### src/rtl/alu_pkg.sv
// Shared types and defaults for the execute-stage ALU.
package alu_pkg;

  localparam int unsigned ALU_WIDTH_DEFAULT = 32;

  typedef enum logic [1:0] {
    ALU_ADD = 2'd0,
    ALU_SUB = 2'd1,
    ALU_OR  = 2'd2,
    ALU_AND = 2'd3
  } alu_op_e;

  // True for the two ops that go through the shared adder.
  function automatic logic alu_is_arith(alu_op_e op);
    return (op == ALU_ADD) || (op == ALU_SUB);
  endfunction

endpackage

### src/rtl/alu_addsub.sv
// WIDTH-bit adder with carry-in, shared by ADD and SUB (caller supplies ~b and cin=1 for SUB).
module alu_addsub
  import alu_pkg::*;
#(
  parameter int unsigned WIDTH = ALU_WIDTH_DEFAULT
) (
  input  logic [WIDTH-1:0] a,
  input  logic [WIDTH-1:0] b,
  input  logic             cin,
  output logic [WIDTH-1:0] sum,
  output logic             cout,
  output logic             overflow
);

  logic [WIDTH:0] full_sum;

  always_comb begin
    full_sum = {1'b0, a} + {1'b0, b} + {{WIDTH{1'b0}}, cin};
    sum      = full_sum[WIDTH-1:0];
    cout     = full_sum[WIDTH];
    // Same-sign inputs producing a different-sign sum; with b already inverted
    // for SUB this is exactly the subtract overflow rule as well.
    overflow = (a[WIDTH-1] == b[WIDTH-1]) && (full_sum[WIDTH-1] != a[WIDTH-1]);
  end

endmodule

### src/rtl/alu.sv
// 4-function ALU with combinational result/flags and a one-cycle registered result.
// Define ALU_FLAGS_REG_EN to also register zero/carry/overflow.
module alu
  import alu_pkg::*;
#(
  parameter int unsigned WIDTH = ALU_WIDTH_DEFAULT
) (
  input  logic             clock,
  input  logic             reset,
  input  logic [1:0]       func,
  input  logic [WIDTH-1:0] a,
  input  logic [WIDTH-1:0] b,
  output logic [WIDTH-1:0] result,
  output logic [WIDTH-1:0] result_q,
`ifdef ALU_FLAGS_REG_EN
  output logic             zero_q,
  output logic             carry_q,
  output logic             overflow_q,
`endif
  output logic             zero,
  output logic             carry,
  output logic             overflow
);

  alu_op_e          op;
  logic             is_sub;
  logic [WIDTH-1:0] addsub_b;
  logic [WIDTH-1:0] addsub_sum;
  logic             addsub_cout;
  logic             addsub_ovf;

  assign op       = alu_op_e'(func);
  assign is_sub   = (op == ALU_SUB);
  assign addsub_b = is_sub ? ~b : b;

  alu_addsub #(
    .WIDTH (WIDTH)
  ) u_addsub (
    .a        (a),
    .b        (addsub_b),
    .cin      (is_sub),
    .sum      (addsub_sum),
    .cout     (addsub_cout),
    .overflow (addsub_ovf)
  );

  always_comb begin
    result = '0;
    unique case (op)
      ALU_ADD: result = addsub_sum;
      ALU_SUB: result = addsub_sum;
      ALU_OR:  result = a | b;
      ALU_AND: result = a & b;
      default: result = '0;
    endcase
  end

  // Arithmetic flags are forced low for the logic ops.
  always_comb begin
    zero     = (result == '0);
    carry    = alu_is_arith(op) ? addsub_cout : 1'b0;
    overflow = alu_is_arith(op) ? addsub_ovf : 1'b0;
  end

  always_ff @(posedge clock) begin
    if (reset) begin
      result_q <= '0;
    end else begin
      result_q <= result;
    end
  end

`ifdef ALU_FLAGS_REG_EN
  always_ff @(posedge clock) begin
    if (reset) begin
      zero_q     <= 1'b0;
      carry_q    <= 1'b0;
      overflow_q <= 1'b0;
    end else begin
      zero_q     <= zero;
      carry_q    <= carry;
      overflow_q <= overflow;
    end
  end
`endif

endmodule

### config.mk
export PLATFORM = sky130hd
export DESIGN_NAME = alu
export DESIGN_NICKNAME = d
export VERILOG_FILES = /design/src/rtl/alu_pkg.sv /design/src/rtl/alu_addsub.sv /design/src/rtl/alu.sv
export SDC_FILE = /design/constraint.sdc
export NUM_CORES = 1
export LEC_CHECK = 0
export BUFFER_PORTS_ARGS = -buffer_cell sky130_fd_sc_hd__buf_2
export CAP_MARGIN = 20
export CORE_UTILIZATION = 45
export DETAILED_ROUTE_END_ITERATION = 6
export GPL_ROUTABILITY_DRIVEN = 0
export PLACE_DENSITY = 0.71
export SYNTH_ARGS = -nofsm -noshare
export SYNTH_HDL_FRONTEND = slang
export SYNTH_HIERARCHICAL = 1
export SYNTH_SLANG_ARGS = --single-unit
export TNS_END_PERCENT = 20
### constraint.sdc
create_clock -name clock -period 7 [get_ports clock]
set_clock_uncertainty 0.05 [all_clocks]
set_input_delay 1.4 -clock clock [delete_from_list [all_inputs] [get_ports clock]]
set_output_delay 1.4 -clock clock [all_outputs]
set_load 0.05 [all_outputs]
==> results.toml <==
[yosys]
yosysSeqAreaShare = 0.152
avgSynthCellArea_sq_um = 7.46
synth_edf_count = 0
synth.distinct_cells = 51
synth_flop_cell = "dfxtp_1"
yosys_warnings = 6
synth_nets = 666
synth_area_sq_mm = 0.00421
synthCells = 565
ys_ff_latch = 32
async_reset_ff_frac = 0

[clock_tree]
htreeDepth = 2
cts_sinks = 32
clockBufferDepth = 2
numCtsBuffers = 5
post_cts_buffers = 0
clockRootBuffer = "clkbuf_8"
clkTransAtPathRegs_ns = 0.07
cts_tree = "yes"

[worst_hold_path]
hp-class = "primary input to register"
hold-path-endpoint = "result_q[2]$_SDFF_PP0_"
hold_depth = 3
min_from = "a[2]"

[power_and_ir_drop]
p_per_area_mw_per_mm2 = 220
leakagePower_nw = 2.31
irDropWorstVdd_uv = 97.4

[setup_path]
worst-endpoint-arrival_ns = 5.29
start_kind = "primary input"
required_ns = 5.55
cp_max_fo = 4
end_kind = "primary output"
crit_type = "primary input to primary output"

[timing]
min_period_ns = 6.74
hold_viol_final = 0
tightest_slew_ns = 0.663
finalSetupTns_ns = 0
setup-violations-final = 0
rsz0062_at_grt = "no"
drv_slew = 0
relSlewSlack = 0.558
period_share = 0.963
clock.fmax_ghz = 0.148

[placed_design]
io_buffers = 134
dp_hpwl_um = 9840

[cells_and_area]
num_antenna_cells = 0
syn_to_final_growth_pct = 18.6
largest_reg_flops = 32
drive_above_1_share = 0.238
top_regs = "result_q x32"
utilization = 0.562
regMostFlops = "result_q"
fin_nets = 784

[floorplan]
dieArea_sq_mm = 0.00975
coreArea_sq_mm = 0.00889
start_util = 0.474
die_width_um = 98.8
ios = 135
die_h_um = 98.8
rows = 34

[detailed_routing]
wl_met1_um = 5490
dr.first_iter.drc_count = 386
dr_total_vias = 4602
wl_met2_um = 5820
dr.pass1.iters = 5
ant_nets = 0
via_per_inst = 5.81
dr_wl_met3_um = 819
top_layer = "met4"
drc = 0
wirelength_um = 12300
wl_per_cell_um = 15.6

[global_route]
grt_max_degree = 67
first_global_vias = 4337
grt_pass1_wl_um = 20000
track_usage = 0.249
antenna_found_initial = 0
grt_overflow = 0

[flow_run]
drv_cap = 0

[status]
outcome = "complete, no violations"
-- layout by cell type, fill, tap and decap left out, drive strengths merged, types with 2 or more instances in the layout --
cell | synthesis | final
a21o | 10 | 10
and2 | 4 | 4
xnor2 | 51 | 51
ha | 31 | 31
and4 | 3 | 3
a211oi | 2 | 2
o22ai | 2 | 2
nand3 | 10 | 10
a21boi | 3 | 3
nor2 | 10 | 10
nor4 | 5 | 5
fa | 2 | 2
clkinv | 0 | 2
nor3 | 8 | 8
a31oi | 5 | 5
o221ai | 3 | 3
nand4 | 22 | 22
o211ai | 37 | 37
buf | 18 | 138
or3 | 2 | 2
inv | 12 | 12
o21a | 2 | 2
xor2 | 8 | 8
clkbuf | 9 | 6
o21bai | 5 | 5
and3 | 5 | 5
a221oi | 3 | 3
a21oi | 70 | 70
or4 | 3 | 3
nor2b | 36 | 36
nand2b | 67 | 67
dfxtp | 32 | 32
o21ai | 13 | 13
nand2 | 60 | 60
-- through the flow --
step	area (sq um)	setup slack [ns]	power (W)	std cells	hold slack, ns
after CTS	4990	0.299	0.00110	792	1.43
after detailed placement	4900	0.304	0.000942	784	1.72
after floorplan	4210	0.375	0.000780	565	1.42
after global placement	4900	0.384	0.000935	784	1.72
after global routing	5000	0.0556	0.00117	792	1.44
final	5000	0.260	0.00110	792	1.43
-- routing by layer --
metal  vias to the layer above  GRT usage
met5                         -          0
met4                         0     0.0769
li1                       2279          -
met3                        26     0.0255
met2                       199      0.421
met1                      2098      0.333
-- power by group --
group | leakage [nW] | switching, W | internal (W)
clock network | 0.0510 | 0.0000746 | 0.0000786
logic | 1.99 | 0.000509 | 0.000228
registers | 0.266 | 0.00000531 | 0.000205
total | 2.31 | 0.000589 | 0.000512
-- cell type report --
cell class	count	area, sq um
Multi-Input combinational cell	494	3380
Timing Repair Buffer	138	704
Clock inverter	2	10.0
Fill cell	871	3890
Inverter	12	45.0
Sequential cell	32	641
Tap cell	108	135
Clock buffer	6	82.6
-- cells in the mapped netlist (2+ instances only) --
cell      count  area [sq um]
o211ai_1     25           188
a211oi_1      2          15.0
buf_2        12          60.1
and4_1        3          26.3
clkbuf_1      9          33.8
a21o_1       10          75.1
nand4_1      22           138
nand2_1      60           225
o21ai_1       7          35.0
a221oi_1      3          26.3
o211ai_2     12           150
fa_1          2          40.0
dfxtp_1      32           641
and2_1        4          25.0
a21oi_1      69           345
xor2_1        8          70.1
o22ai_1       2          12.5
a21boi_0      2          15.0
ha_1         31           388
or3_1         2          12.5
and3_1        5          31.3
o221ai_1      3          26.3
a31oi_1       5          31.3
nand3_1      10          50.1
o21a_1        2          15.0
inv_1        12          45.0
nor4_1        5          31.3
o21ai_0       6          30.0
buf_6         3          33.8
buf_4         3          22.5
nor2b_1      36           225
nor2_1       10          37.5
or4_1         3          22.5
o21bai_1      5          37.5
xnor2_1      51           447
nand2b_1     67           419
nor3_1        8          40.0
-- cell families after synthesis --
| group | after synthesis | share of synthesized area |
|---|---|---|
| adder cells (fa/ha/maj) | 33 | 0.102 |
| multiplexers | 2 | 0.00505 |
| AND/OR/NAND/NOR | 237 | 0.308 |
| XOR/XNOR | 59 | 0.123 |
| flip-flops | 32 | 0.152 |
| buffers and inverters | 39 | 0.0463 |
| AO/OA/AOI/OAI | 163 | 0.264 |
-- critical path, stage by stage --
cell	delay [ns]
buf_2	0.12
nand2b_2	0.20
xnor2_1	0.16
fa_1	0.44
fa_1	0.42
a21o_1	0.21
a221o_1	0.45
a21oi_1	0.24
o211ai_1	0.19
a21oi_1	0.27
xnor2_1	0.11
nand2b_1	0.12
nand4_1	0.19
nor4_1	0.23
and4_1	0.26
buf_2	0.28
-- worst max-delay path by stage --
stage | to | start | slack [ns] | cells past startpoint
4_1_cts | zero | func[1] | 0.30 | 16
5_1_grt | zero | func[1] | 0.06 | 16
3_5_place_dp | zero | func[1] | 0.30 | 16
3_3_place_gp | zero | func[1] | 0.38 | 16
6_report | zero | func[1] | 0.26 | 16
2_1_floorplan | zero | func[0] | 0.38 | 18
-- timing repair --
action	4_1_cts	5_1_grt
setup endpoints to repair	0	1
hold buffers	0	0
resized for setup	0	1
(Power assumes the default switching activity.)
